**src/rtl/spi_pkg.sv**
```systemverilog
// spi_pkg: shared SPI master types.
//   spi_state_e    - transfer FSM states (IDLE, LEAD, XFER, TRAIL, DONE)
//   spi_mode_t     - latched SPI mode {cpol, cpha}
//   sample_on_lead - 1 when miso is sampled on the leading sck edge
//   shift_on_lead  - 1 when mosi advances on the leading sck edge
package spi_pkg;

  typedef enum logic [2:0] {
    IDLE  = 3'd0,
    LEAD  = 3'd1,
    XFER  = 3'd2,
    TRAIL = 3'd3,
    DONE  = 3'd4
  } spi_state_e;

  typedef struct packed {
    logic cpol;
    logic cpha;
  } spi_mode_t;

  // cpha=0: sample on leading edge, shift on trailing; cpha=1: the reverse.
  function automatic logic sample_on_lead(input spi_mode_t mode);
    return ~mode.cpha;
  endfunction

  function automatic logic shift_on_lead(input spi_mode_t mode);
    return mode.cpha;
  endfunction

endpackage

```
**src/rtl/spi_clk_div.sv**
```systemverilog
// spi_clk_div: half-period counter and sck edge-strobe generator.
//   clk, rst       - system clock, async active-high reset
//   run            - count half periods (LEAD/XFER/TRAIL); clears when low
//   edges_en       - allow sck edges (LEAD/XFER)
//   div            - half period is div+1 clk cycles
//   tick_c         - last cycle of the current half period
//   lead_c/trail_c - this tick produces a leading / trailing sck edge
//   edges_done_c   - all 2*DATA_W sck edges have been produced
module spi_clk_div #(
  parameter int unsigned DIV_W  = 8,
  parameter int unsigned DATA_W = 8
) (
  input  logic             clk,
  input  logic             rst,
  input  logic             run,
  input  logic             edges_en,
  input  logic [DIV_W-1:0] div,
  output logic             tick_c,
  output logic             lead_c,
  output logic             trail_c,
  output logic             edges_done_c
);

  localparam int unsigned NUM_EDGES = 2 * DATA_W;
  localparam int unsigned EDGE_W    = $clog2(NUM_EDGES + 1);

  logic [DIV_W-1:0]  cnt_q, cnt_d;
  logic [EDGE_W-1:0] edge_q, edge_d;
  logic              edge_c;

  // Edges alternate leading/trailing; an even edge count means the next is leading.
  always_comb begin
    tick_c       = run && (cnt_q == div);
    edges_done_c = (edge_q == EDGE_W'(NUM_EDGES));
    edge_c       = tick_c && edges_en && !edges_done_c;
    lead_c       = edge_c && !edge_q[0];
    trail_c      = edge_c && edge_q[0];
    cnt_d        = cnt_q;
    edge_d       = edge_q;
    if (!run) begin
      cnt_d  = '0;
      edge_d = '0;
    end else begin
      cnt_d = tick_c ? '0 : cnt_q + DIV_W'(1);
      if (edge_c) edge_d = edge_q + EDGE_W'(1);
    end
  end

  always_ff @(posedge clk or posedge rst) begin
    if (rst) begin
      cnt_q  <= '0;
      edge_q <= '0;
    end else begin
      cnt_q  <= cnt_d;
      edge_q <= edge_d;
    end
  end

endmodule

```
**src/rtl/spi_master_param.sv**
```systemverilog
// spi_master_param: parameterised SPI master, MSB first, all four modes.
//   clk, rst          - system clock, async active-high reset
//   start             - request a transfer (accepted only when idle)
//   data_in, cs_sel   - word to send, slave index (out of range: no select)
//   cpol, cpha, div   - SPI mode, sck half period = div+1 clk cycles
//   miso              - serial data from slave
//   loopback          - only with SPI_LOOPBACK_EN: use mosi in place of miso
//   sck, mosi, ss_n   - SPI bus outputs
//   busy, done        - transfer in progress, one-cycle completion pulse
//   data_out          - last received word
module spi_master_param
  import spi_pkg::*;
#(
  parameter  int unsigned DATA_W = 8,
  parameter  int unsigned NUM_SS = 4,
  parameter  int unsigned DIV_W  = 8,
  localparam int unsigned CS_W   = (NUM_SS > 1) ? $clog2(NUM_SS) : 1
) (
  input  logic              clk,
  input  logic              rst,
  input  logic              start,
  input  logic [DATA_W-1:0] data_in,
  input  logic [CS_W-1:0]   cs_sel,
  input  logic              cpol,
  input  logic              cpha,
  input  logic [DIV_W-1:0]  div,
  input  logic              miso,
`ifdef SPI_LOOPBACK_EN
  input  logic              loopback,
`endif
  output logic              sck,
  output logic              mosi,
  output logic [NUM_SS-1:0] ss_n,
  output logic              busy,
  output logic              done,
  output logic [DATA_W-1:0] data_out
);

  spi_state_e        state_q, state_d;
  spi_mode_t         mode_q, mode_d;
  logic [DIV_W-1:0]  div_q, div_d;
  logic [DATA_W-1:0] tx_q, tx_d;
  logic [DATA_W-1:0] rx_q, rx_d;
  logic              sck_q, sck_d;
  logic              mosi_q, mosi_d;
  logic [NUM_SS-1:0] ss_n_q, ss_n_d;
  logic              busy_q, busy_d;
  logic              done_q, done_d;
  logic [DATA_W-1:0] data_out_q, data_out_d;

  logic              run_c, edges_en_c;
  logic              tick_c, lead_c, trail_c, edges_done_c;
  logic              shift_evt_c, sample_evt_c;
  logic              miso_int_c;
  logic [NUM_SS-1:0] ss_dec_c;
  spi_mode_t         mode_in_c;

  assign run_c      = (state_q == LEAD) || (state_q == XFER) || (state_q == TRAIL);
  assign edges_en_c = (state_q == LEAD) || (state_q == XFER);

  spi_clk_div #(
    .DIV_W  (DIV_W),
    .DATA_W (DATA_W)
  ) u_clk_div (
    .clk          (clk),
    .rst          (rst),
    .run          (run_c),
    .edges_en     (edges_en_c),
    .div          (div_q),
    .tick_c       (tick_c),
    .lead_c       (lead_c),
    .trail_c      (trail_c),
    .edges_done_c (edges_done_c)
  );

  // Receive source: internal loopback of mosi when built with the option.
`ifdef SPI_LOOPBACK_EN
  assign miso_int_c = loopback ? mosi_q : miso;
`else
  assign miso_int_c = miso;
`endif

  // Slave-select decode; an out-of-range index matches no bit so all stay high.
  always_comb begin
    ss_dec_c = '1;
    for (int unsigned i = 0; i < NUM_SS; i++) begin
      ss_dec_c[i] = (cs_sel != CS_W'(i));
    end
  end

  always_comb begin
    mode_in_c.cpol = cpol;
    mode_in_c.cpha = cpha;
    shift_evt_c    = shift_on_lead(mode_q) ? lead_c : trail_c;
    sample_evt_c   = sample_on_lead(mode_q) ? lead_c : trail_c;
  end

  // Next-state and registered-output logic.
  always_comb begin
    state_d    = state_q;
    mode_d     = mode_q;
    div_d      = div_q;
    tx_d       = tx_q;
    rx_d       = rx_q;
    sck_d      = sck_q;
    mosi_d     = mosi_q;
    ss_n_d     = ss_n_q;
    busy_d     = busy_q;
    done_d     = 1'b0;
    data_out_d = data_out_q;

    unique case (state_q)
      IDLE: begin
        if (start) begin
          state_d = LEAD;
          mode_d  = mode_in_c;
          div_d   = div;
          busy_d  = 1'b1;
          ss_n_d  = ss_dec_c;
          sck_d   = cpol;
          rx_d    = '0;
          // cpha=0 needs the MSB on mosi before the first leading edge;
          // cpha=1 puts it out on that edge instead.
          if (cpha) begin
            mosi_d = 1'b0;
            tx_d   = data_in;
          end else begin
            mosi_d = data_in[DATA_W-1];
            tx_d   = {data_in[DATA_W-2:0], 1'b0};
          end
        end
      end
      LEAD: begin
        if (tick_c) state_d = XFER;
      end
      XFER: begin
        if (tick_c && edges_done_c) state_d = TRAIL;
      end
      TRAIL: begin
        if (tick_c) begin
          state_d    = DONE;
          ss_n_d     = '1;
          done_d     = 1'b1;
          data_out_d = rx_q;
          mosi_d     = 1'b0;
        end
      end
      DONE: begin
        state_d = IDLE;
        busy_d  = 1'b0;
        sck_d   = mode_q.cpol;
      end
      default: state_d = IDLE;
    endcase

    if (lead_c || trail_c) sck_d = ~sck_q;
    if (shift_evt_c) begin
      mosi_d = tx_q[DATA_W-1];
      tx_d   = {tx_q[DATA_W-2:0], 1'b0};
    end
    if (sample_evt_c) rx_d = {rx_q[DATA_W-2:0], miso_int_c};
  end

  always_ff @(posedge clk or posedge rst) begin
    if (rst) begin
      state_q    <= IDLE;
      mode_q     <= '0;
      div_q      <= '0;
      tx_q       <= '0;
      rx_q       <= '0;
      sck_q      <= 1'b0;
      mosi_q     <= 1'b0;
      ss_n_q     <= '1;
      busy_q     <= 1'b0;
      done_q     <= 1'b0;
      data_out_q <= '0;
    end else begin
      state_q    <= state_d;
      mode_q     <= mode_d;
      div_q      <= div_d;
      tx_q       <= tx_d;
      rx_q       <= rx_d;
      sck_q      <= sck_d;
      mosi_q     <= mosi_d;
      ss_n_q     <= ss_n_d;
      busy_q     <= busy_d;
      done_q     <= done_d;
      data_out_q <= data_out_d;
    end
  end

  assign sck      = sck_q;
  assign mosi     = mosi_q;
  assign ss_n     = ss_n_q;
  assign busy     = busy_q;
  assign done     = done_q;
  assign data_out = data_out_q;

endmodule

```
**config.mk**
```make
export PLATFORM = sky130hd
export DESIGN_NAME = spi_master_param
export DESIGN_NICKNAME = d
export VERILOG_FILES = /design/src/rtl/spi_pkg.sv /design/src/rtl/spi_clk_div.sv /design/src/rtl/spi_master_param.sv
export SDC_FILE = /design/constraint.sdc
export NUM_CORES = 1
export LEC_CHECK = 0
export CORE_ASPECT_RATIO = 1.4
export CORE_UTILIZATION = 42
export DETAILED_ROUTE_END_ITERATION = 6
export DONT_BUFFER_PORTS = 1
export GPL_ROUTABILITY_DRIVEN = 1
export PLACE_DENSITY = 0.57
export SLEW_MARGIN = 20
export SYNTH_ARGS = -nofsm -noshare
export SYNTH_HDL_FRONTEND = slang
export SYNTH_SLANG_ARGS = --single-unit
```
**constraint.sdc**
```tcl
create_clock -name clk -period 2.7 [get_ports clk]
set_input_delay 0.81 -clock clk [delete_from_list [all_inputs] [get_ports clk]]
set_output_delay 0.81 -clock clk [all_outputs]
set_load 0.01 [all_outputs]
```
==> results of run 1 <==
==> stage by stage <==
stage,hold slack (ns),power (uW),instances,setup slack [ns]
finish,0.3783,3512,356,0.3951
global route,0.4087,3782,356,0.1407
CTS,0.3895,3556,356,0.3851
detailed placement,0.4740,2531,340,0.4012
global placement,0.4694,2508,340,0.4256
floorplan,0.4460,2295,271,0.4686
==> final timing paths <==
kind | start | cells after the start | slack [ns] | to
setup / recovery | u_clk_div.cnt_q[5] | 5 | 0.40 | tx_q[7]
hold / removal | rst | 1 | 0.38 | div_q[4]
setup reg to reg | u_clk_div.cnt_q[5] | 5 | 0.40 | tx_q[7]
hold reg to reg | mode_q[1] | 2 | 0.48 | mode_q[1]
max in group asynchronous | rst | 2 | 1.69 | ss_n[0]
min in group clk | mode_q[1] | 2 | 0.48 | mode_q[1]
==> cells in the final DEF, fill, tap and decap left out, types with 3 or more instances in the layout <==
cell and instances:
o32a_1 4, xor2_1 6, dfrtp_1 54, nand2_1 54
o21ai_0 11, buf_4 7, clkbuf_8 11, inv_1 7
bufinv_16 3, a31oi_1 4, and3_1 3, nor4_1 3
ha_1 3, nor2_1 23, dfstp_2 4, nor3_1 4
mux2i_1 9, xnor2_1 11, mux2_2 15, a21oi_1 11
nand3_1 9
==> state kept, by name (all words and copies together), names as in the netlist <==
register and flops:
data_out 8, div_q 8, rx_q 8, tx_q 8, u_clk_div.cnt_q 8, u_clk_div.edge_q 5, ss_n 4, state_q 3
mode_q 2, busy 1, done 1, mosi 1, sck 1
==> critical path: stages, from the launching register on <==
cell and delay (ns):
dfrtp_1 0.43, xnor2_1 0.21, nand4_2 0.28, nor4_4 0.47, and2_1 0.42, mux2_2 0.38
==> per-layer routing <==
layer  vias to the layer above  GRT usage (%)
met2                        39          28.75
met1                       932          23.24
li1                        943              -
met4                         0          9.846
met3                        11          4.541
met5                         -              0
==> kinds of logic after synthesis <==
family                   synth area share (%)
AO/OA/AOI/OAI                           8.277
XOR/XNOR                                5.382
adder cells (fa/ha/maj)                 1.357
buffers and inverters                   2.894
flip-flops                              52.65
multiplexers                            9.362
AND/OR/NAND/NOR                         20.08
==> power by group through the flow <==
stage / clock [uW] / combinational [uW] / sequential, uW
3_5_place_dp: 0 / 986 / 1550
2_1_floorplan: 0 / 831 / 1460
4_1_cts: 1030 / 992 / 1530
6_report: 1010 / 980 / 1530
3_3_place_gp: 0 / 968 / 1540
5_1_grt: 1070 / 1140 / 1580
==> cell type report <==
| type | count | area [um2] | share of cell area, % |
|---|---|---|---|
| tap | 72 | 90.09 | 2.871 |
| multi-input combinational | 194 | 1236 | 39.39 |
| timing repair buffer | 8 | 72.57 | 2.313 |
| sequential | 58 | 1456 | 46.41 |
| inverter | 8 | 30.03 | 0.9569 |
| clock buffer | 12 | 155.1 | 4.944 |
| clock inverter | 4 | 97.59 | 3.110 |
==> impl_metrics.json, run 1 <==
{
  "die_area_um2": 6920,
  "switching_share_pct": 33.79,
  "period_share_pct": 85.37,
  "synth_common_cells": "dfrtp_1, nand2_1, nor2_1",
  "slew_headroom_pct": 65.54,
  "dp_hpwl_um": 3795,
  "synth_cell_types": 40,
  "cts-buffers-inserted": 9,
  "synth_top_area_share_pct": 48.85,
  "grt_max_degree": 37,
  "avgRoutedWirePerCell_um": 15.44,
  "cp.arrival_ns": 2.53,
  "required_ns": 2.93,
  "firstDrtPassIters": 7,
  "netlist_area_um2": 2766,
  "final_core_util_pct": 49.84,
  "cts_root_buf": "clkbuf_8",
  "drt_first_iter_violations": 98,
  "violations": "DRC",
  "final_cell_area_um2": 3138,
  "max-vdd-ir-drop_v": 0.0004251,
  "drive_gt1_share_pct": 17.96,
  "rsz0062_at_grt": "false",
  "cts.clk_slew.worst_paths_ns": 0.07,
  "status": "complete, but fails checks",
  "syn_to_final_growth_pct": 13.43,
  "post_dp_cell_area_um2": 2885,
  "cts.sink_count": 58,
  "cts_setup_buffers": 0,
  "period_needed_ns": 2.305,
  "wl_met1_um": 2403,
  "grt_pass1_wl_um": 9694,
  "nets": 306,
  "worst_slew_pin_slew_ns": 0.5161,
  "grt-ovfl-total": 0,
  "combPwrFrac_pct": 27.9,
  "yosysTopAreaCell": "dfrtp_1",
  "seq_area_frac_synth_pct": 52.65,
  "ys_seq_elements": 58,
  "grt_pass1_vias": 1964,
  "maxCapViolations": 0,
  "postRouteAntennaNets": 0,
  "synth_fp_nets": 298,
  "cts_buffer_depth": 2,
  "cts_tree": "done",
  "ctsResizeCount": 0,
  "num_rows": 34,
  "grt_usage_pct": 18.31,
  "p_int_uw": 2326,
  "dieHeight_um": 98.03,
  "p_seq_share_pct": 43.5,
  "synthCells": 271,
  "power.switching_uw": 1187,
  "top_layer": "met4",
  "ctsHoldBuffers": 0,
  "tns_ns": 0,
  "remaining_drc_errors": 2,
  "insertion_delay_ns": 0.34,
  "slew_violations": 0,
  "start_util_pct": 43.94,
  "core_um2": 6296,
  "gp_congestion": 0.7774,
  "critPathKind": "reg -> reg",
  "cts.htree.levels": 3,
  "die_x_um": 70.59,
  "fillers": 599,
  "port_buffers": 0,
  "num_vias": 1925,
  "synth_enable_flop_cells": 0,
  "synth_top_flop_cell": "dfrtp_1",
  "worstPathMaxFanout": 9,
  "synth_area_per_cell_um2": 10.21,
  "routed-wl-met2_um": 2766,
  "fin_skew_ns": 0.004343,
  "synthArstFlopShare_pct": 100.0,
  "power.density_nw_per_um2": 1119,
  "hp-class": "in -> async",
  "worstSetupStartpointType": "register",
  "ios": 40,
  "antenna_found_initial": 0,
  "ys_warn_count": 0,
  "fmax_mhz": 433.9,
  "routed_wl_um": 5497,
  "p_leak_uw": 0.001419,
  "synthTopCellsByArea": "dfrtp_1, nand2_1, mux2_2",
  "dr_wl_met3_um": 211,
  "endpoint_kind": "register",
  "report.final.hold_viol_count": 0,
  "via_per_inst": 5.407,
  "pwr-share-clk_pct": 28.7,
  "report.final.setup_viol": 0,
  "diodes": 0
}
No activity file was read; power rests on OpenSTA's default activity.
==> run 2, diff against run 1 <==
Settings changed: CORE_ASPECT_RATIO 1.4 to 1.5, GPL_ROUTABILITY_DRIVEN 1 to default.
==> run 2 against run 1 <==
Net effect: the flow now finishes without violations; critical endpoint unchanged; clock-buffer cell count did not move; sequential share of layout area up 0.75 points; utilization down 0.53 points; combinational power is essentially flat; wire length increased by 1.5%; setup slack worse by 0.033 ns; maximum frequency is 1.4% lower; clock skew up 0.0098 ns; clock power down 19%.
==> impl_metrics.json, run 2 (same netlist as run 1, synthesis figures left out) <==
{
  "gp_congestion": 0.7460,
  "fmax_mhz": 427.7,
  "rsz0062_at_grt": "false",
  "grt_pass1_vias": 1979,
  "ctsHoldBuffers": 0,
  "r2r_slack_ns": 0.36,
  "p_leak_uw": 0.001395,
  "switching_share_pct": 35.84,
  "num_vias": 1921,
  "drive_gt1_share_pct": 18.25,
  "period_needed_ns": 2.338,
  "final_cell_mix": "nand2_1, dfrtp_1, nor2_1",
  "tns_ns": 0,
  "cts_tree": "done",
  "drt_first_iter_violations": 81,
  "start_util_pct": 44.18,
  "avgRoutedWirePerCell_um": 15.55,
  "grt-ovfl-total": 0,
  "die_area_um2": 6922,
  "grt_pass1_wl_um": 9459,
  "postRouteAntennaNets": 0,
  "port_buffers": 0,
  "r2r-start": "u_clk_div.cnt_q[0]",
  "power.switching_uw": 1193,
  "combPwrFrac_pct": 29.5,
  "reg2reg_to": "tx_q[7]",
  "cts_root_buf": "clkbuf_8",
  "worst_slew_pin_slew_ns": 0.4459,
  "die_x_um": 68.27,
  "dp_hpwl_um": 3916,
  "ctsResizeCount": 0,
  "antenna_found_initial": 0,
  "maxCapViolations": 0,
  "slew_violations": 0,
  "hp-class": "in -> async",
  "cts.clk_slew.worst_paths_ns": 0.07,
  "critPathKind": "reg -> reg",
  "power.density_nw_per_um2": 1078,
  "cts-buffers-inserted": 9,
  "firstDrtPassIters": 4,
  "final_cell_area_um2": 3088,
  "cts_buffer_depth": 2,
  "insertion_delay_ns": 0.35,
  "core_um2": 6262,
  "routed_wl_um": 5581,
  "remaining_drc_errors": 0,
  "p_int_uw": 2135,
  "required_ns": 2.92,
  "endpoint_kind": "register",
  "ios": 40,
  "cts.htree.levels": 3,
  "pwr-share-clk_pct": 24.5,
  "max-vdd-ir-drop_v": 0.0004767,
  "status": "complete, no violations",
  "diodes": 0,
  "worstPathMaxFanout": 9,
  "report.final.hold_viol_count": 0,
  "cp.arrival_ns": 2.56,
  "cts.sink_count": 58,
  "report.final.setup_viol": 0,
  "slew_headroom_pct": 70.16,
  "num_rows": 35,
  "fin_skew_ns": 0.01412,
  "p_seq_share_pct": 46.0,
  "cts_setup_buffers": 0,
  "r2r_cells": 5,
  "grt_usage_pct": 18.91,
  "dieHeight_um": 101.4,
  "post_dp_cell_area_um2": 2883,
  "nets": 307,
  "period_share_pct": 86.60,
  "worstSetupStartpointType": "register",
  "grt_max_degree": 35,
  "syn_to_final_growth_pct": 11.62,
  "fillers": 598,
  "via_per_inst": 5.351
}
==> run 2: stage by stage <==
step | hold WS [ns] | utilization (%) | cells | worst slack (ns) | power, uW
6_report | 0.4055 | 49.31 | 359 | 0.3618 | 3328
4_1_cts | 0.4038 | 49.31 | 359 | 0.3139 | 3374
3_5_place_dp | 0.4752 | 46.03 | 343 | 0.3586 | 2540
3_3_place_gp | 0.4702 | 46.03 | 343 | 0.3936 | 2513
5_1_grt | 0.4320 | 49.31 | 359 | 0.1859 | 3585
2_1_floorplan | 0.4460 | - | 271 | 0.4686 | 2295
==> run 2: worst max path at each step <==
stage	startpoint	end	slack (ns)	cells past startpoint
CTS	u_clk_div.cnt_q[0]	tx_q[7]	0.31	5
finish	u_clk_div.cnt_q[0]	tx_q[7]	0.36	5
floorplan	rst	busy	0.47	1
detailed placement	u_clk_div.cnt_q[0]	tx_q[7]	0.36	5
global route	u_clk_div.cnt_q[2]	tx_q[7]	0.19	5
global placement	u_clk_div.cnt_q[0]	tx_q[2]	0.39	5
==> run 2: worst max-delay path, stage by stage (launching register included) <==
cell,delay [ns]
dfrtp_1,0.45
xnor2_1,0.19
nand4_2,0.28
nor4_4,0.44
and2_1,0.44
mux2_2,0.40
==> run 2: power by group through the flow <==
stage | Combinational (uW) | Clock, uW | Sequential [uW]
2_1_floorplan | 831 | 0 | 1460
3_3_place_gp | 970 | 0 | 1540
3_5_place_dp | 991 | 0 | 1550
4_1_cts | 1000 | 837 | 1540
5_1_grt | 1140 | 866 | 1580
6_report | 983 | 816 | 1530
==> run 2: routing by layer <==
metal  routed length, um  part of all wire (%)  up-vias  GRT usage, %
met3                 189                   3.4       11         3.604
met1                2389                    43      927         22.85
met2                2867                    51       32         30.62
met5                   0                     0        -             0
met4                 136                   2.4        0         11.06
li1                    -                     -      951             -
==> run 2: layout make-up <==
| cell class | instances | area (um2) | area share, % |
|---|---|---|---|
| clock inverter | 4 | 50.05 | 1.621 |
| tap | 74 | 92.59 | 2.998 |
| multi-input combinational | 194 | 1236 | 40.03 |
| sequential | 58 | 1456 | 47.16 |
| inverter | 8 | 30.03 | 0.9724 |
| clock buffer | 12 | 155.1 | 5.024 |
| timing repair buffer | 9 | 67.56 | 2.188 |
==> edit: new RTL, settings of run 1 <==
Set the parameter `NUM_SS` to 2 (it was 4).
--- a/src/rtl/spi_master_param.sv
+++ b/src/rtl/spi_master_param.sv
@@ -12,7 +12,7 @@
   import spi_pkg::*;
 #(
   parameter  int unsigned DATA_W = 8,
-  parameter  int unsigned NUM_SS = 4,
+  parameter  int unsigned NUM_SS = 2,
   parameter  int unsigned DIV_W  = 8,
   localparam int unsigned CS_W   = (NUM_SS > 1) ? $clog2(NUM_SS) : 1
 ) (
Interface: changed (resized cs_sel and ss_n); port bits go from 40 to 37. No check against the original RTL was run, so the function may have changed too.
==> edit against run 1 <==
  * Synthesized area shrank 4.2%
  * Combinational power shrank 4.0%
  * Sequential cell count shrank 2
  * Cell area shrank 9.3%
  * Global-route usage shrank 1.8 points
  * Die area shrank 4.1%
  * Clock power shrank 53%
  * Setup slack gained 100 ps
  * Power shrank 17%
  * Routed wire length shrank 8.7%
  * Largest power group unchanged
==> edit: results (changes against run 1) <==
largest net degree at the start of global routing=32 (-14%); ys async rst share=1.00 (unchanged); outcome=finished clean; Leakage=1.33 nW (-6.6%); Clock Path Buffers=2 (unchanged); Worst-Margin Slew=568 ps (+51.8 ps); fillers=560 (-6.5%); Setup Skew=18.0 ps (+13.7 ps); initial antenna violation count=0 (unchanged); Worst-Skew Late Latency=300 ps (-40 ps); vias in the first global route=1,720 (-12%); maximum VDD drop=0.000570 V (+34%); post-synthesis average cell area=10.3 µm² (+1.0%); Synth Area in XOR/XNOR=0.0595 (+0.00567); Power Internal=1.82 mW (-22%); Post-CTS Setup Inserts=0 (unchanged); antenna cells=0 (unchanged); CTS Buf Count=5 (-4); synth unique cells=40 (unchanged); Worst Hold Class=input pin to asynchronous set/reset pin; top area cells in the synthesized netlist=dfrtp_1 (51%), nand2_1 (7.2%), mux2_2 (6.4%); share of cells above drive strength 1=0.153 (-0.0263); CTS root buffer=clkbuf_8; Worst path slowest cell=or4_1; CP arrival=2380 ps (-150 ps); H-tree Lvls=2 (-1); Net Count, Synth=283 (-5.0%); Synth Area in Compound Gates=0.0793 (-0.00345); mux share of post-synthesis cell area=0.0940 (+0.000334); vias=1,757 (-8.7%); Vias per Instance=5.31 (-1.8%); Worst path max stage delay=690 ps (+220 ps); placed cells=323 (-5.0%); # port buffers=0 (unchanged); dpl ws=520 ps (+119 ps); DRT Pass-1 Iters=4 (-3); CTS-repair resized insts=0 (unchanged); Post-synth top cells=dfrtp_1 (54), nand2_1 (51), nor2_1 (18); Synthesis Warnings=0 (unchanged); global placement routability congestion=0.784 (+0.80%); Post-Synth Adder-Cell Area=0.0142 (+0.000596); worst-path fanout max=11 (+2); clock-pin slew on the worst setup and hold paths=100 ps (+30 ps); Seq/Total Area, Yosys=0.530 (+0.00329); Nets=286 (-6.5%); Overall Global Routing Usage=0.165 (-0.0185); detailed placement HPWL=3650 µm (-3.8%); First DRT Iteration DRCs=69 (-30%); global-route wire length before repair=8450 µm (-13%); # DRC=0 (-2); final wirelength=5020 µm (-8.7%)
[edit: critical path, delay by kind of cell, from the launching register on]
| family | cells | cell delay [ps] |
|---|---|---|
| flip-flops | 1 | 450 |
| XOR/XNOR | 1 | 190 |
| multiplexers | 1 | 340 |
| AND/OR/NAND/NOR | 2 | 890 |
| buffers and inverters | 1 | 210 |
[edit: per-stage QoR]
step / instance area [µm²] / hold WS (ps)
after global routing: 2850 / 449
after detailed placement: 2750 / 469
after floorplan: 2650 / 444
after global placement: 2750 / 469
after CTS: 2850 / 438
final: 2850 / 427
[edit: kinds of logic (layout without fill, tap and decap cells)]
| family | count (synthesis) | count (layout) |
|---|---|---|
| AOI/OAI and AO/OA | 36 | 36 |
| xor gates and xnor gates | 18 | 18 |
| adders and majority gates | 3 | 3 |
| buffers and inverters | 17 | 21 |
| DFF | 56 | 56 |
| muxes | 23 | 23 |
| and+or+nand+nor | 104 | 104 |
[edit: final timing paths]
path | from | end | slack (ps) | cells after the start
setup / recovery | u_clk_div.cnt_q[2]$_DFF_PP0_ | data_out[7]$_DFFE_PP0P_ | 500 | 5
hold / removal | rst | done$_DFF_PP0_ | 430 | 1
setup reg to reg | u_clk_div.cnt_q[2]$_DFF_PP0_ | data_out[7]$_DFFE_PP0P_ | 500 | 5
hold reg to reg | u_clk_div.edge_q[4]$_DFFE_PP0P_ | u_clk_div.edge_q[4]$_DFFE_PP0P_ | 490 | 1
max in group asynchronous | rst | ss_n[0]$_DFFE_PP1P_ | 1630 | 2
min in group clk | u_clk_div.edge_q[4]$_DFFE_PP0P_ | u_clk_div.edge_q[4]$_DFFE_PP0P_ | 490 | 1
[edit: area by class of cell]
class	count	share of cell area
sequential	56	0.493
multi-input combinational	184	0.411
tap	70	0.0308
clock buffer	7	0.0303
timing repair buffer	8	0.0255
inverter	5	0.00659
clock inverter	1	0.00308
[edit: routing by layer]
layer	up-vias	global-route usage	part of all wire
li1	874	-	-
met1	854	0.205	0.44
met2	27	0.283	0.52
met3	2	0.0377	0.033
met4	0	0.0561	0.0088
met5	-	0	0
[edit: power by group through the flow]
stage	Sequential (mW)	Clock, mW	Combinational [mW]
global route	1.55	0.532	1.07
finish	1.50	0.473	0.941
floorplan	1.40	0	0.833
global placement	1.51	0	0.927
CTS	1.50	0.498	0.954
detailed placement	1.52	0	0.952
